==> config.mk <==
export PLATFORM = sky130hd
export DESIGN_NAME = credit_arbiter_flat
export DESIGN_NICKNAME = d
export VERILOG_FILES = /design/src/rtl/credit_arbiter_if.sv /design/src/rtl/credit_arbiter.sv /design/src/flat_wrapper.sv
export SDC_FILE = /design/constraint.sdc
export NUM_CORES = 1
export LEC_CHECK = 0
export CORE_UTILIZATION = 40
export DETAILED_ROUTE_END_ITERATION = 10
export GPL_ROUTABILITY_DRIVEN = 0
export GPL_TIMING_DRIVEN = 0
export PLACE_DENSITY = 0.59
export RECOVER_POWER = 25
export SLEW_MARGIN = 40
export SYNTH_ARGS = -nofsm -noshare
export SYNTH_HDL_FRONTEND = slang
export SYNTH_SLANG_ARGS = --single-unit
==> constraint.sdc <==
create_clock -name clk -period 13.9 [get_ports clk]
set_input_delay 2.78 -clock clk [delete_from_list [all_inputs] [get_ports clk]]
set_output_delay 2.78 -clock clk [all_outputs]
set_load 0.05 [all_outputs]
==> src/rtl/credit_arbiter_if.sv <==
// Output-port bundle for credit_arbiter: input requests, grants, crossbar select and credit flow control.
// The arbiter is bound through the slave modport. The requester/bench side uses the master modport.
interface credit_arbiter_if #(
  parameter int CREDIT_MAX = 4
);
  localparam int CNT_W = $clog2(CREDIT_MAX + 1);

  logic             Req_N, Req_E, Req_W, Req_S, Req_L;
  logic             credit_in;
  logic             Grant_N, Grant_E, Grant_W, Grant_S, Grant_L;
  logic [4:0]       Xbar_sel;
  logic             valid_out;
  logic [CNT_W-1:0] credit_cnt;
  logic             credit_err;
  logic [5:0]       dbg_state;

  modport master (
    output Req_N, Req_E, Req_W, Req_S, Req_L, credit_in,
    input  Grant_N, Grant_E, Grant_W, Grant_S, Grant_L,
    input  Xbar_sel, valid_out, credit_cnt, credit_err, dbg_state
  );

  modport slave (
    input  Req_N, Req_E, Req_W, Req_S, Req_L, credit_in,
    output Grant_N, Grant_E, Grant_W, Grant_S, Grant_L,
    output Xbar_sel, valid_out, credit_cnt, credit_err, dbg_state
  );
endinterface

==> src/rtl/credit_arbiter.sv <==
// Five-input round-robin output-port arbiter with a wormhole packet lock and downstream credit counting.
// Handshake: Grant_X means one flit from input X crosses this cycle, and it consumes one downstream credit.
module credit_arbiter #(
  parameter int CREDIT_MAX = 4
) (
  input logic             clk,
  input logic             rst,
  credit_arbiter_if.slave bus
);
  localparam int CNT_W = $clog2(CREDIT_MAX + 1);

  typedef enum logic [5:0] {
    ST_IDLE = 6'b000001,
    ST_L    = 6'b000010,
    ST_N    = 6'b000100,
    ST_E    = 6'b001000,
    ST_W    = 6'b010000,
    ST_S    = 6'b100000
  } state_t;

  state_t           r_state, w_next;
  logic [CNT_W-1:0] r_cnt;
  logic             r_err;
  logic [4:0]       w_req, w_sel, w_grant;
  logic [2:0]       w_cur, w_idx;
  logic             w_found, w_valid;

  // Bit order N,E,W,S,L is both the Xbar_sel encoding and the round-robin order.
  assign w_req = {bus.Req_L, bus.Req_S, bus.Req_W, bus.Req_E, bus.Req_N};

  function automatic state_t idx_to_state(input logic [2:0] idx);
    case (idx)
      3'd0:    return ST_N;
      3'd1:    return ST_E;
      3'd2:    return ST_W;
      3'd3:    return ST_S;
      default: return ST_L;
    endcase
  endfunction

  // IDLE searches as if it had just served S, which yields priority L,N,E,W,S.
  always_comb begin
    w_sel = 5'b00000;
    w_cur = 3'd3;
    case (r_state)
      ST_N:    begin w_sel = 5'b00001; w_cur = 3'd0; end
      ST_E:    begin w_sel = 5'b00010; w_cur = 3'd1; end
      ST_W:    begin w_sel = 5'b00100; w_cur = 3'd2; end
      ST_S:    begin w_sel = 5'b01000; w_cur = 3'd3; end
      ST_L:    begin w_sel = 5'b10000; w_cur = 3'd4; end
      default: begin w_sel = 5'b00000; w_cur = 3'd3; end
    endcase
  end

  always_comb begin
    w_next  = ST_IDLE;
    w_found = 1'b0;
    w_idx   = 3'd0;
    if ((w_sel & w_req) != 5'b00000) begin
      // The lock holds while the owner keeps requesting, even if stalled on credits.
      w_next = r_state;
    end else begin
      for (int k = 0; k < 5; k++) begin
        w_idx = 3'((32'(w_cur) + 32'd1 + 32'(k)) % 32'd5);
        if (!w_found && w_req[w_idx]) begin
          w_found = 1'b1;
          w_next  = idx_to_state(w_idx);
        end
      end
    end
  end

  always_ff @(posedge clk) begin
    if (rst) r_state <= ST_IDLE;
    else     r_state <= w_next;
  end

  assign w_grant = (rst || r_cnt == '0) ? 5'b00000 : (w_sel & w_req);
  assign w_valid = |w_grant;

  always_ff @(posedge clk) begin
    if (rst) begin
      r_cnt <= CNT_W'(CREDIT_MAX);
      r_err <= 1'b0;
    end else begin
      case ({w_valid, bus.credit_in})
        2'b10: r_cnt <= r_cnt - 1'b1;
        2'b01: begin
          if (r_cnt == CNT_W'(CREDIT_MAX)) r_err <= 1'b1;
          else                             r_cnt <= r_cnt + 1'b1;
        end
        default: r_cnt <= r_cnt;
      endcase
    end
  end

  assign bus.Grant_N    = w_grant[0];
  assign bus.Grant_E    = w_grant[1];
  assign bus.Grant_W    = w_grant[2];
  assign bus.Grant_S    = w_grant[3];
  assign bus.Grant_L    = w_grant[4];
  assign bus.valid_out  = w_valid;
  assign bus.Xbar_sel   = rst ? 5'b00000 : w_sel;
  assign bus.credit_cnt = r_cnt;
  assign bus.credit_err = r_err;
  assign bus.dbg_state  = r_state;
endmodule
==> src/flat_wrapper.sv <==
// flat-port wrapper written by rule: the top's interface ports become plain ports
module credit_arbiter_flat 
#(
  parameter int CREDIT_MAX = 4
)
  (clk, rst, bus_Req_N, bus_Req_E, bus_Req_W, bus_Req_S, bus_Req_L, bus_credit_in, bus_Grant_N, bus_Grant_E, bus_Grant_W, bus_Grant_S, bus_Grant_L, bus_Xbar_sel, bus_valid_out, bus_credit_cnt, bus_credit_err, bus_dbg_state);
  credit_arbiter_if #(.CREDIT_MAX(CREDIT_MAX)) bus_i ();
  input logic clk;
  input logic rst;
  input wire logic [$bits(bus_i.Req_N)-1:0] bus_Req_N;
  input wire logic [$bits(bus_i.Req_E)-1:0] bus_Req_E;
  input wire logic [$bits(bus_i.Req_W)-1:0] bus_Req_W;
  input wire logic [$bits(bus_i.Req_S)-1:0] bus_Req_S;
  input wire logic [$bits(bus_i.Req_L)-1:0] bus_Req_L;
  input wire logic [$bits(bus_i.credit_in)-1:0] bus_credit_in;
  output wire logic [$bits(bus_i.Grant_N)-1:0] bus_Grant_N;
  output wire logic [$bits(bus_i.Grant_E)-1:0] bus_Grant_E;
  output wire logic [$bits(bus_i.Grant_W)-1:0] bus_Grant_W;
  output wire logic [$bits(bus_i.Grant_S)-1:0] bus_Grant_S;
  output wire logic [$bits(bus_i.Grant_L)-1:0] bus_Grant_L;
  output wire logic [$bits(bus_i.Xbar_sel)-1:0] bus_Xbar_sel;
  output wire logic [$bits(bus_i.valid_out)-1:0] bus_valid_out;
  output wire logic [$bits(bus_i.credit_cnt)-1:0] bus_credit_cnt;
  output wire logic [$bits(bus_i.credit_err)-1:0] bus_credit_err;
  output wire logic [$bits(bus_i.dbg_state)-1:0] bus_dbg_state;
  assign bus_i.Req_N = bus_Req_N;
  assign bus_i.Req_E = bus_Req_E;
  assign bus_i.Req_W = bus_Req_W;
  assign bus_i.Req_S = bus_Req_S;
  assign bus_i.Req_L = bus_Req_L;
  assign bus_i.credit_in = bus_credit_in;
  assign bus_Grant_N = bus_i.Grant_N;
  assign bus_Grant_E = bus_i.Grant_E;
  assign bus_Grant_W = bus_i.Grant_W;
  assign bus_Grant_S = bus_i.Grant_S;
  assign bus_Grant_L = bus_i.Grant_L;
  assign bus_Xbar_sel = bus_i.Xbar_sel;
  assign bus_valid_out = bus_i.valid_out;
  assign bus_credit_cnt = bus_i.credit_cnt;
  assign bus_credit_err = bus_i.credit_err;
  assign bus_dbg_state = bus_i.dbg_state;
  credit_arbiter #(.CREDIT_MAX(CREDIT_MAX)) u_core (.clk(clk), .rst(rst), .bus(bus_i));
endmodule
==> results of run 1 <==
sequential cells by signal, indices dropped and copies added (netlist names):
name	count
u_core.bus.credit_err	1
u_core.bus.credit_cnt	3
u_core.bus.dbg_state	6
cell usage in the layout, fill, tap and decap left out, types with 9 or more instances in the layout:
master                            synthesis  final
sky130_fd_sc_hd__a21oi_1                 17     17
sky130_fd_sc_hd__clkbuf_1                14     14
sky130_fd_sc_hd__clkdlybuf4s50_1          0     18
sky130_fd_sc_hd__dfxtp_1                 10     10
sky130_fd_sc_hd__ha_1                    27     27
sky130_fd_sc_hd__inv_1                   16     16
sky130_fd_sc_hd__mux2i_1                  9      9
sky130_fd_sc_hd__nand2_1                 40     40
sky130_fd_sc_hd__nand3_1                 13     13
sky130_fd_sc_hd__nor2_1                  41     41
sky130_fd_sc_hd__nor2b_1                  9      9
sky130_fd_sc_hd__nor3_1                  10     10
sky130_fd_sc_hd__o21ai_0                 14     14
sky130_fd_sc_hd__xnor2_1                  9      9
how the worst max path moves through the flow:
| stage | slack [ns] | endpoint | depth (start not counted) | from |
|---|---|---|---|---|
| floorplan | 6.70 | bus_Xbar_sel[0] | 1 | rst |
| detailed placement | 5.72 | bus_valid_out | 7 | bus_Req_N |
| CTS | 5.72 | bus_valid_out | 7 | bus_Req_N |
| global route | 5.42 | u_core.bus.dbg_state[1]$_SDFFE_PP0N_ | 25 | u_core.bus.dbg_state[1]$_SDFFE_PP0N_ |
| global placement | 5.76 | bus_valid_out | 7 | bus_Req_N |
| finish | 5.75 | bus_valid_out | 7 | bus_Req_N |
metrics by stage:
step,utilization [%],setup slack (ns),area (µm²),hold WS (ns)
floorplan,-,6.70,2670,0.775
global placement,47.2,5.76,3020,0.477
detailed placement,47.2,5.72,3020,0.484
CTS,48.1,5.72,3070,0.496
global route,48.1,5.42,3070,0.546
finish,48.1,5.75,3070,0.480
logic make-up (layout without fill, tap and decap cells):
logic type	count (synthesis)	after routing	share of synthesized area, %
flip-flops	10	10	7.55
XOR/XNOR	13	13	4.30
AO/OA/AOI/OAI	104	104	29.1
adder cells (fa/ha/maj)	28	28	13.5
AND/OR/NAND/NOR	167	167	34.6
other	2	7	0.283
multiplexers	11	11	4.39
buffers and inverters	40	69	6.28
cell usage after synthesis (all sizes together) (5+ instances only):
cell type / count / area [µm²]
nand4: 5 / 31.3
xnor2: 9 / 78.8
or3: 6 / 37.5
ha: 27 / 338
dfxtp: 10 / 200
mux2i: 9 / 90.1
nor4: 5 / 67.6
nand3: 14 / 82.6
a31oi: 8 / 65.1
and3: 5 / 31.3
o211ai: 6 / 50.1
nor2b: 9 / 56.3
a211oi: 5 / 37.5
o21ai: 20 / 126
nor3: 10 / 50.1
o22ai: 5 / 31.3
buf: 7 / 42.5
clkbuf: 14 / 52.6
nand2: 40 / 150
inv: 19 / 71.3
a21oi: 17 / 85.1
nor3b: 5 / 37.5
nor2: 42 / 160
routing by layer:
metal	wire length [µm]	track usage, %	part of all wire [%]
met1	3830	31.3	49
met2	3680	39.3	47
met3	320	2.19	4.1
met5	0	0	0
met4	17	5.17	0.22
cell type report:
class	instances	area share, %
multi-input cells	330	75.0
well taps	77	3.14
flip-flops and latches	10	6.52
clock buffers	4	1.79
inverters	19	2.32
repair buffers	25	8.15
plain buffers	21	3.10
worst reg2reg max path, cell delays in order, from the launching register on:
cell	delay, ns
sky130_fd_sc_hd__dfxtp_1	0.32
sky130_fd_sc_hd__clkbuf_1	0.32
sky130_fd_sc_hd__xor2_1	0.26
sky130_fd_sc_hd__o211ai_1	0.25
sky130_fd_sc_hd__ha_1	0.56
sky130_fd_sc_hd__buf_1	0.42
sky130_fd_sc_hd__inv_1	0.30
sky130_fd_sc_hd__ha_1	0.40
sky130_fd_sc_hd__clkbuf_1	0.22
sky130_fd_sc_hd__o21a_1	0.27
sky130_fd_sc_hd__ha_1	0.28
sky130_fd_sc_hd__or3b_1	0.38
sky130_fd_sc_hd__a2bb2oi_1	0.29
sky130_fd_sc_hd__and3_1	0.29
sky130_fd_sc_hd__xnor2_1	0.23
sky130_fd_sc_hd__ha_1	0.37
sky130_fd_sc_hd__nand2b_1	0.14
sky130_fd_sc_hd__a32o_1	0.21
sky130_fd_sc_hd__a211o_1	0.28
sky130_fd_sc_hd__o22ai_1	0.40
sky130_fd_sc_hd__nand2_1	0.24
sky130_fd_sc_hd__a31oi_1	0.35
sky130_fd_sc_hd__a41o_1	0.25
sky130_fd_sc_hd__nand3_4	0.13
sky130_fd_sc_hd__or3_1	0.39
sky130_fd_sc_hd__a311oi_1	0.25
==> implementation parameters, run 1 <==
Parameter                              Value

Synthesis
  Synthesized area per cell    roughly 7.1 µm²
  Sequential area share after synthesis    7.55%
  Number of flops mapped to enable cells by yosys    0
  Synthesized instance count    about 380
  Total of flip-flops plus latches after synthesis    10
  Top flip-flop cell by instance count after synthesis    sky130_fd_sc_hd__dfxtp_1
  Synthesis Warnings    0
  Count of unique library cells instantiated by Yosys    78
  Fraction of registers with async set/reset    0%
  Netlist Area Pre-Place    2650 µm²

Global routing
  Total congestion overflow after global routing    0
  Overall fraction of global-route tracks in use    23.1%
  First-pass GRT wire length    ~13000 µm
  Number of antenna violations at the first check in global routing    0
  Via count of the first global-routing pass    roughly 2800
  Largest net degree at the start of global routing    13

Setup path
  Arrival time at the worst endpoint    between 5 and 6 ns
  R2r endpoint    u_core.bus.dbg_state[1]$_SDFFE_PP0N_
  Critical path buffers and inverters    3
  Slowest stage cell, crit path    sky130_fd_sc_hd__clkdlybuf4s50_1
  Critical Path Most Common Cell    sky130_fd_sc_hd__clkdlybuf4s50_1
  Largest driver fanout on the critical path    10
  Type of the worst setup path    input pin to output pin
  Kind of launch point of the worst setup path    input pin
  Type of destination of the critical path    output pin
  Register-to-register setup slack    6.03 ns
  Worst reg2reg path startpoint    u_core.bus.dbg_state[1]$_SDFFE_PP0N_
  CP delay by family, top    buffers and inverters
  Number of cells traversed by the worst register-to-register path    25
  CP required    11.12 ns
  Maximum single-stage delay on the critical path    approximately 0.74 ns
  Worst path cell trace    clkdlybuf4s50_1 -> clkbuf_1 -> nand4b_1 -> nand4_1 -> a21oi_1 -> nor2_1 -> clkdlybuf4s50_1

Die
  Core Rows    29
  Area of the die    between 6000 and 7000 µm²
  Number of ports placed on the die boundary    29
  Core area    6390 µm²
  Width of the die    83.4 µm
  Effective utilization at floorplan    between 40% and 50%
  Die height    83.4 µm

CTS
  Clock edge transition at the registers on the reported setup and hold paths    0.05 ns
  Setup fix buffers added after clock tree synthesis    0
  Clock Path Buffers    2
  Hold buffers post-CTS    0
  PostCTS Resize Cnt    0
  Total number of H-tree levels    1
  CTS Sinks    10
  TritonCTS Buffers    3
  Buffer type at the clock tree root    sky130_fd_sc_hd__clkbuf_8
  Worst-skew pair later-pin latency    0.25 ns
  CTS tree    built

Finish
  Final cell count without fillers    486
  Storage cell area    approximately 200 µm²
  Filler cells    654
  NumNets Final    446
  Combined area of the multi-input logic cells    about 2300 µm²
  Layout-stage area growth over the synthesis result    15.9%
  Number of antenna diodes    0
  Fraction of layout cells with a size suffix above 1    7.82%

Placed design
  Post-Place Cells    482
  Detail Placement HPWL    6090 µm
  Buffers added on ports    25

Drt
  Final ANT Viol Nets    0
  Final WL    7850 µm
  Wirelength per Cell    16.2 µm
  Ratio of routed vias to standard cells    5.94
  Total via count after detailed routing    between 2000 and 3000
  First DRT Iteration DRCs    176
  Detailed-route DRC error count    0
  Detailed-routing iteration count for the pre-antenna-repair pass    4

Min path
  Worst Hold Launch    u_core.bus.credit_err$_SDFFE_PP0P_
  Hold Path Sink    u_core.bus.credit_err$_SDFFE_PP0P_
  Number of cells on the worst hold path    2
  Class of the most critical hold timing path    flip-flop to flip-flop

Timing
  Post-route setup TNS    0 ns
  Highest clock rate    123 MHz
  Number of hold violations in the final report    0
  Final Slew Violations    0
  Final Skew    0.00193 ns
  Final critical-path required period    8.15 ns
  Slew Limit Headroom    51.0%
  Setup repair after global routing missed its margin    false
  Final setup vio count    0
  Slew @ Worst Pin    0.735 ns
  Final clock period utilization by the worst path    58.6%

Run status
  Run status    completed

Flow run
  MaxCap Viol Count    0
Power of run 1 is left out: the tool's default activity adds up to more than one toggle a clock period on the data nets, which glitch-free logic cannot reach.
==> inputs of run 2 (changes only) <==
clock period = 7.8 ns   (was 13.9 ns; I/O delays follow)
==> implementation parameters, run 2 (synthesis gave the netlist of run 1 again) <==
Parameter                              Value

Finish
  NumNets Final    447
  Storage cell area    200 µm²
  Number of antenna diodes    0
  Layout-stage area growth over the synthesis result    16.9%
  Most frequent standard cell in the layout excluding fill and tap cells    sky130_fd_sc_hd__nor2_1
  Filler cells    ~650
  Combined area of the multi-input logic cells    2320 µm²
  Fraction of layout cells with a size suffix above 1    9.51%
  Commonest non-fill, non-tap cells in the layout    sky130_fd_sc_hd__nor2_1, sky130_fd_sc_hd__nand2_1, sky130_fd_sc_hd__ha_1
  Max reg flops    6

CTS
  Total number of H-tree levels    1
  Worst-skew pair later-pin latency    0.25 ns
  Buffer type at the clock tree root    sky130_fd_sc_hd__clkbuf_8
  Clock edge transition at the registers on the reported setup and hold paths    0.05 ns
  CTS Sinks    10
  CTS tree    built
  Clock Path Buffers    2
  TritonCTS Buffers    3

Drt
  Detailed-route DRC error count    0
  Total via count after detailed routing    roughly 2900
  Final ANT Viol Nets    0
  Final WL    7890 µm
  Detailed-routing iteration count for the pre-antenna-repair pass    4
  Wirelength per Cell    between 15 and 20 µm
  First DRT Iteration DRCs    210
  Ratio of routed vias to standard cells    5.98

Global routing
  Via count of the first global-routing pass    2785
  Number of antenna violations at the first check in global routing    0
  Total congestion overflow after global routing    0
  Overall fraction of global-route tracks in use    23.1%
  First-pass GRT wire length    13200 µm
  Largest net degree at the start of global routing    13

Min path
  Class of the most critical hold timing path    flip-flop to flip-flop
  Worst Hold Launch    u_core.bus.credit_err$_SDFFE_PP0P_

Timing
  Final clock period utilization by the worst path    a little over nine tenths
  Final setup vio count    0
  Setup repair after global routing missed its margin    false
  Number of hold violations in the final report    0
  Final critical-path required period    7.32 ns
  Final Slew Violations    0
  Slew @ Worst Pin    0.734 ns
  Highest clock rate    137 MHz
  Final Skew    0.00186 ns
  Slew Limit Headroom    51.1%
  Post-route setup TNS    0 ns

Die
  Effective utilization at floorplan    41.5%
  Core Rows    29
  Number of ports placed on the die boundary    29
  Die height    83.4 µm
  Area of the die    6950 µm²
  Width of the die    roughly 83 µm
  Core area    between 6000 and 7000 µm²

Setup path
  Type of the worst setup path    flip-flop to flip-flop
  Worst reg2reg path startpoint    u_core.bus.dbg_state[1]$_SDFFE_PP0N_
  Largest driver fanout on the critical path    10
  CP delay by family, top    compound AO/OA/AOI/OAI gates
  Kind of launch point of the worst setup path    flip-flop
  Arrival time at the worst endpoint    7.48 ns
  Crit path launch    u_core.bus.dbg_state[1]$_SDFFE_PP0N_
  Critical path buffers and inverters    2
  Maximum single-stage delay on the critical path    approximately 0.52 ns
  Slowest stage cell, crit path    sky130_fd_sc_hd__dfxtp_1
  CP required    7.96 ns
  Type of destination of the critical path    flip-flop

Placed design
  Buffers added on ports    25
  Detail Placement HPWL    a little over 6000 µm

Run status
  Run status    completed

Flow run
  MaxCap Viol Count    0
## run 2: cell types whose count changed in the layout (fill, tap and decap cells not counted), sizes merged
| cell | delta |
|---|---|
| clkbuf | -1 |
| buf | +2 |
## run 2: final timing paths
kind | endpoint | depth (start not counted) | slack [ns]
min reg2reg | u_core.bus.credit_err$_SDFFE_PP0P_ | 2 | 0.48
max reg2reg | u_core.bus.dbg_state[1]$_SDFFE_PP0N_ | 25 | 0.48
min | u_core.bus.credit_err$_SDFFE_PP0P_ | 2 | 0.48
max | u_core.bus.dbg_state[1]$_SDFFE_PP0N_ | 25 | 0.48
## run 2: stage by stage
step | std cells | setup slack (ns) | utilization (%) | hold WS [ns] | instance area, µm²
CTS | 486 | 0.0111 | 48.1 | 0.496 | 3070
global placement | 482 | 0.0358 | 47.2 | 0.477 | 3020
global route | 487 | 0.0135 | 48.5 | 0.546 | 3100
floorplan | 380 | 0.960 | - | 0.775 | 2670
detailed placement | 482 | 0.0259 | 47.2 | 0.484 | 3020
finish | 487 | 0.481 | 48.5 | 0.480 | 3100
## run 2: routing by layer
metal	wire length, µm	track usage (%)	vias to the layer above
li1	-	-	1446
met1	3910	31.3	1403
met2	3710	39.3	59
met3	240	2.19	6
met4	32	5.17	0
met5	0	0	-
## run 2: layout make-up
class | count | share of cell area, %
clock buffer | 4 | 1.78
buffer | 20 | 2.99
inverter | 19 | 2.30
timing repair buffer | 27 | 8.57
tap | 77 | 3.11
sequential | 10 | 6.46
multi-input combinational | 330 | 74.8
## run 2: tightest hold or removal path, stage by stage (launching register included)
cell and delay (ns):
sky130_fd_sc_hd__dfxtp_1 0.32, sky130_fd_sc_hd__a41oi_1 0.04, sky130_fd_sc_hd__nor2_1 0.07
## run 2: what timing repair did
action / CTS / global route
endpoints found under the hold margin: 0 / 0
setup buffers: 0 / 2
hold buffers: 0 / 0
setup endpoints to repair: 0 / 6
gates resized for setup: 0 / 6
Power of run 2 is left out for the same reason.
==> inputs of run 3 (changes only) <==
ABC_AREA = 1   (was not set)
CORE_UTILIZATION = 49   (was 40)
CTS_BUF_LIST = sky130_fd_sc_hd__clkbuf_4 sky130_fd_sc_hd__clkbuf_8 sky130_fd_sc_hd__clkbuf_16   (was not set)
PLACE_DENSITY = 0.7   (was 0.59)
==> implementation parameters, run 3 <==
Parameter                              Value

Synthesis
  Number of flops mapped to enable cells by yosys    0
  Most frequent cells after synthesis    sky130_fd_sc_hd__nand2_1, sky130_fd_sc_hd__inv_1, sky130_fd_sc_hd__nand3_1, sky130_fd_sc_hd__nor2_1, sky130_fd_sc_hd__ha_1
  Fraction of registers with async set/reset    0%
  Synthesized instance count    422
  Synth area leader    sky130_fd_sc_hd__ha_1
  Top flip-flop cell by instance count after synthesis    sky130_fd_sc_hd__dfxtp_1
  Sequential area share after synthesis    under 10%
  Top-count cell post-synth    sky130_fd_sc_hd__nand2_1
  Fraction of post-synthesis cell area in the top cell type by area    14.8%
  Synthesized area per cell    6.02 µm²
  Largest cells by area after synthesis    sky130_fd_sc_hd__ha_1, sky130_fd_sc_hd__nand2_1, sky130_fd_sc_hd__nand3_1
  Count of unique library cells instantiated by Yosys    45
  Synthesis Warnings    0
  Netlist Area Pre-Place    2540 µm²
  Total of flip-flops plus latches after synthesis    10

Global routing
  Global Route met1 Usage    35.4%
  First-pass GRT wire length    between 10000 and 15000 µm
  M3 GR Usage    1.49%
  Overall fraction of global-route tracks in use    approximately a quarter
  Via count of the first global-routing pass    2395
  Largest net degree at the start of global routing    13
  Total congestion overflow after global routing    0
  Number of antenna violations at the first check in global routing    0
  Most Crowded Layer GR    met2
  Met2 routing resource usage after global routing    42.0%

Drt
  Wirelength per Cell    11.9 µm
  Detailed-routing iteration count for the pre-antenna-repair pass    5
  First DRT Iteration DRCs    154
  Total via count after detailed routing    2756
  Final ANT Viol Nets    0
  Ratio of routed vias to standard cells    5.25
  Detailed-route DRC error count    0
  Final WL    approximately 6300 µm

Timing
  Highest clock rate    173 MHz
  Setup repair after global routing missed its margin    false
  Final critical-path required period    5.79 ns
  Number of hold violations in the final report    0
  Post-route setup TNS    0 ns
  Final setup vio count    0
  Final Slew Violations    0
  Slew @ Worst Pin    0.730 ns
  Final Skew    0.00770 ns
  Final clock period utilization by the worst path    74.2%
  Slew Limit Headroom    50.9%

Finish
  Final cell count without fillers    roughly 530
  Layout-stage area growth over the synthesis result    16.5%
  Number of antenna diodes    0
  Fraction of layout cells with a size suffix above 1    12.4%
  Max reg flops    6
  Most frequent standard cell in the layout excluding fill and tap cells    sky130_fd_sc_hd__nand2_1
  Filler cells    474
  Commonest non-fill, non-tap cells in the layout    sky130_fd_sc_hd__nand2_1, sky130_fd_sc_hd__inv_1, sky130_fd_sc_hd__nand3_1
  NumNets Final    499
  Final instance area    ~3000 µm²

Setup path
  Largest driver fanout on the critical path    12
  Arrival time at the worst endpoint    roughly 6.0 ns
  CP required    ~8 ns
  Type of destination of the critical path    flip-flop
  Critical Path Most Common Cell    sky130_fd_sc_hd__nand2_1
  Kind of launch point of the worst setup path    flip-flop
  Maximum single-stage delay on the critical path    ~0.46 ns
  Type of the worst setup path    flip-flop to flip-flop
  Slowest stage cell, crit path    sky130_fd_sc_hd__ha_1

Min path
  Class of the most critical hold timing path    flip-flop to flip-flop

Run status
  Run status    completed

Placed design
  Area after detailed placement    2920 µm²
  Detail Placement HPWL    5170 µm
  Buffers added on ports    27
  Post-Place Cells    about 520

Die
  Core area    4850 µm²
  Core Rows    25
  Area of the die    5470 µm²
  Effective utilization at floorplan    52.4%
  Number of ports placed on the die boundary    29
  Die height    74.0 µm
  Width of the die    74.0 µm

Flow run
  MaxCap Viol Count    0

CTS
  Buffer type at the clock tree root    sky130_fd_sc_hd__clkbuf_8
  CTS tree    built
  CTS Sinks    10
  PostCTS Resize Cnt    0
  Clock Path Buffers    2
  Worst-skew pair later-pin latency    0.23 ns
  Clock edge transition at the registers on the reported setup and hold paths    0.05 ns
  TritonCTS Buffers    3
  Total number of H-tree levels    1
  Hold buffers post-CTS    0
  Setup fix buffers added after clock tree synthesis    0
[run 3: cell types whose count changed after synthesis, sizes merged, moves of 13 or more]
cell	before	now
nand2	40	99
inv	19	74
nand3	14	58
nor2	42	56
clkbuf	14	1
nand4	5	19
[run 3: per-stage QoR]
| step | setup WS [ns] | hold slack (ns) | utilization [%] |
|---|---|---|---|
| 2_1_floorplan | 2.64 | 0.714 | - |
| 3_3_place_gp | 2.09 | 0.451 | 60.1 |
| 3_5_place_dp | 2.06 | 0.461 | 60.1 |
| 4_1_cts | 2.05 | 0.475 | 61.0 |
| 5_1_grt | 1.46 | 0.485 | 61.0 |
| 6_report | 2.01 | 0.465 | 61.0 |
[run 3: critical path, delay by kind of cell, from the launching register on]
family	cells	cell delay (ns)
flops	1	0.35
fa+ha+maj	4	1.28
xor+xnor	1	0.18
compound gates	1	0.11
buf+inv	8	1.36
simple gates	21	2.43
[run 3: layer usage]
layer  share of wire, %  wire length, µm  up-vias
met3                4.5              282        4
met2                 44             2790       72
met4               0.53               33        0
met5                  0                0        -
li1                   -                -     1445
met1                 50             3160     1235
[run 3: final timing paths]
| kind | start | endpoint | slack [ns] | cells after the start |
|---|---|---|---|---|
| setup reg to reg | u_core.bus.dbg_state[3]$_SDFFE_PP0N_ | u_core.bus.dbg_state[2]$_SDFFE_PP0N_ | 2.01 | 35 |
| setup / recovery | u_core.bus.dbg_state[3]$_SDFFE_PP0N_ | u_core.bus.dbg_state[2]$_SDFFE_PP0N_ | 2.01 | 35 |
| hold reg to reg | u_core.bus.credit_err$_SDFFE_PP0P_ | u_core.bus.credit_err$_SDFFE_PP0P_ | 0.46 | 1 |
| hold / removal | u_core.bus.credit_err$_SDFFE_PP0P_ | u_core.bus.credit_err$_SDFFE_PP0P_ | 0.46 | 1 |
[run 3: cells by family (layout without fill, tap and decap cells)]
kind of cell	Yosys count	in the layout	share of synthesized area [%]
fa+ha+maj	31	31	15.6
compound gates	47	47	13.2
buf+inv	78	108	11.8
simple gates	247	247	47.9
other cells	2	8	0.296
flops	10	10	7.89
xor+xnor	7	7	3.45
[run 3: cell type report]
class                   count  area (µm²)  area share, %
repair buffers             27         270           9.14
plain buffers               4        21.3          0.719
well taps                  67        83.8           2.84
multi-input cells         340        2060           69.7
flip-flops and latches     10         200           6.77
inverters                  74         278           9.39
clock buffers               3        41.3           1.40
Power of run 3 is left out for the same reason.
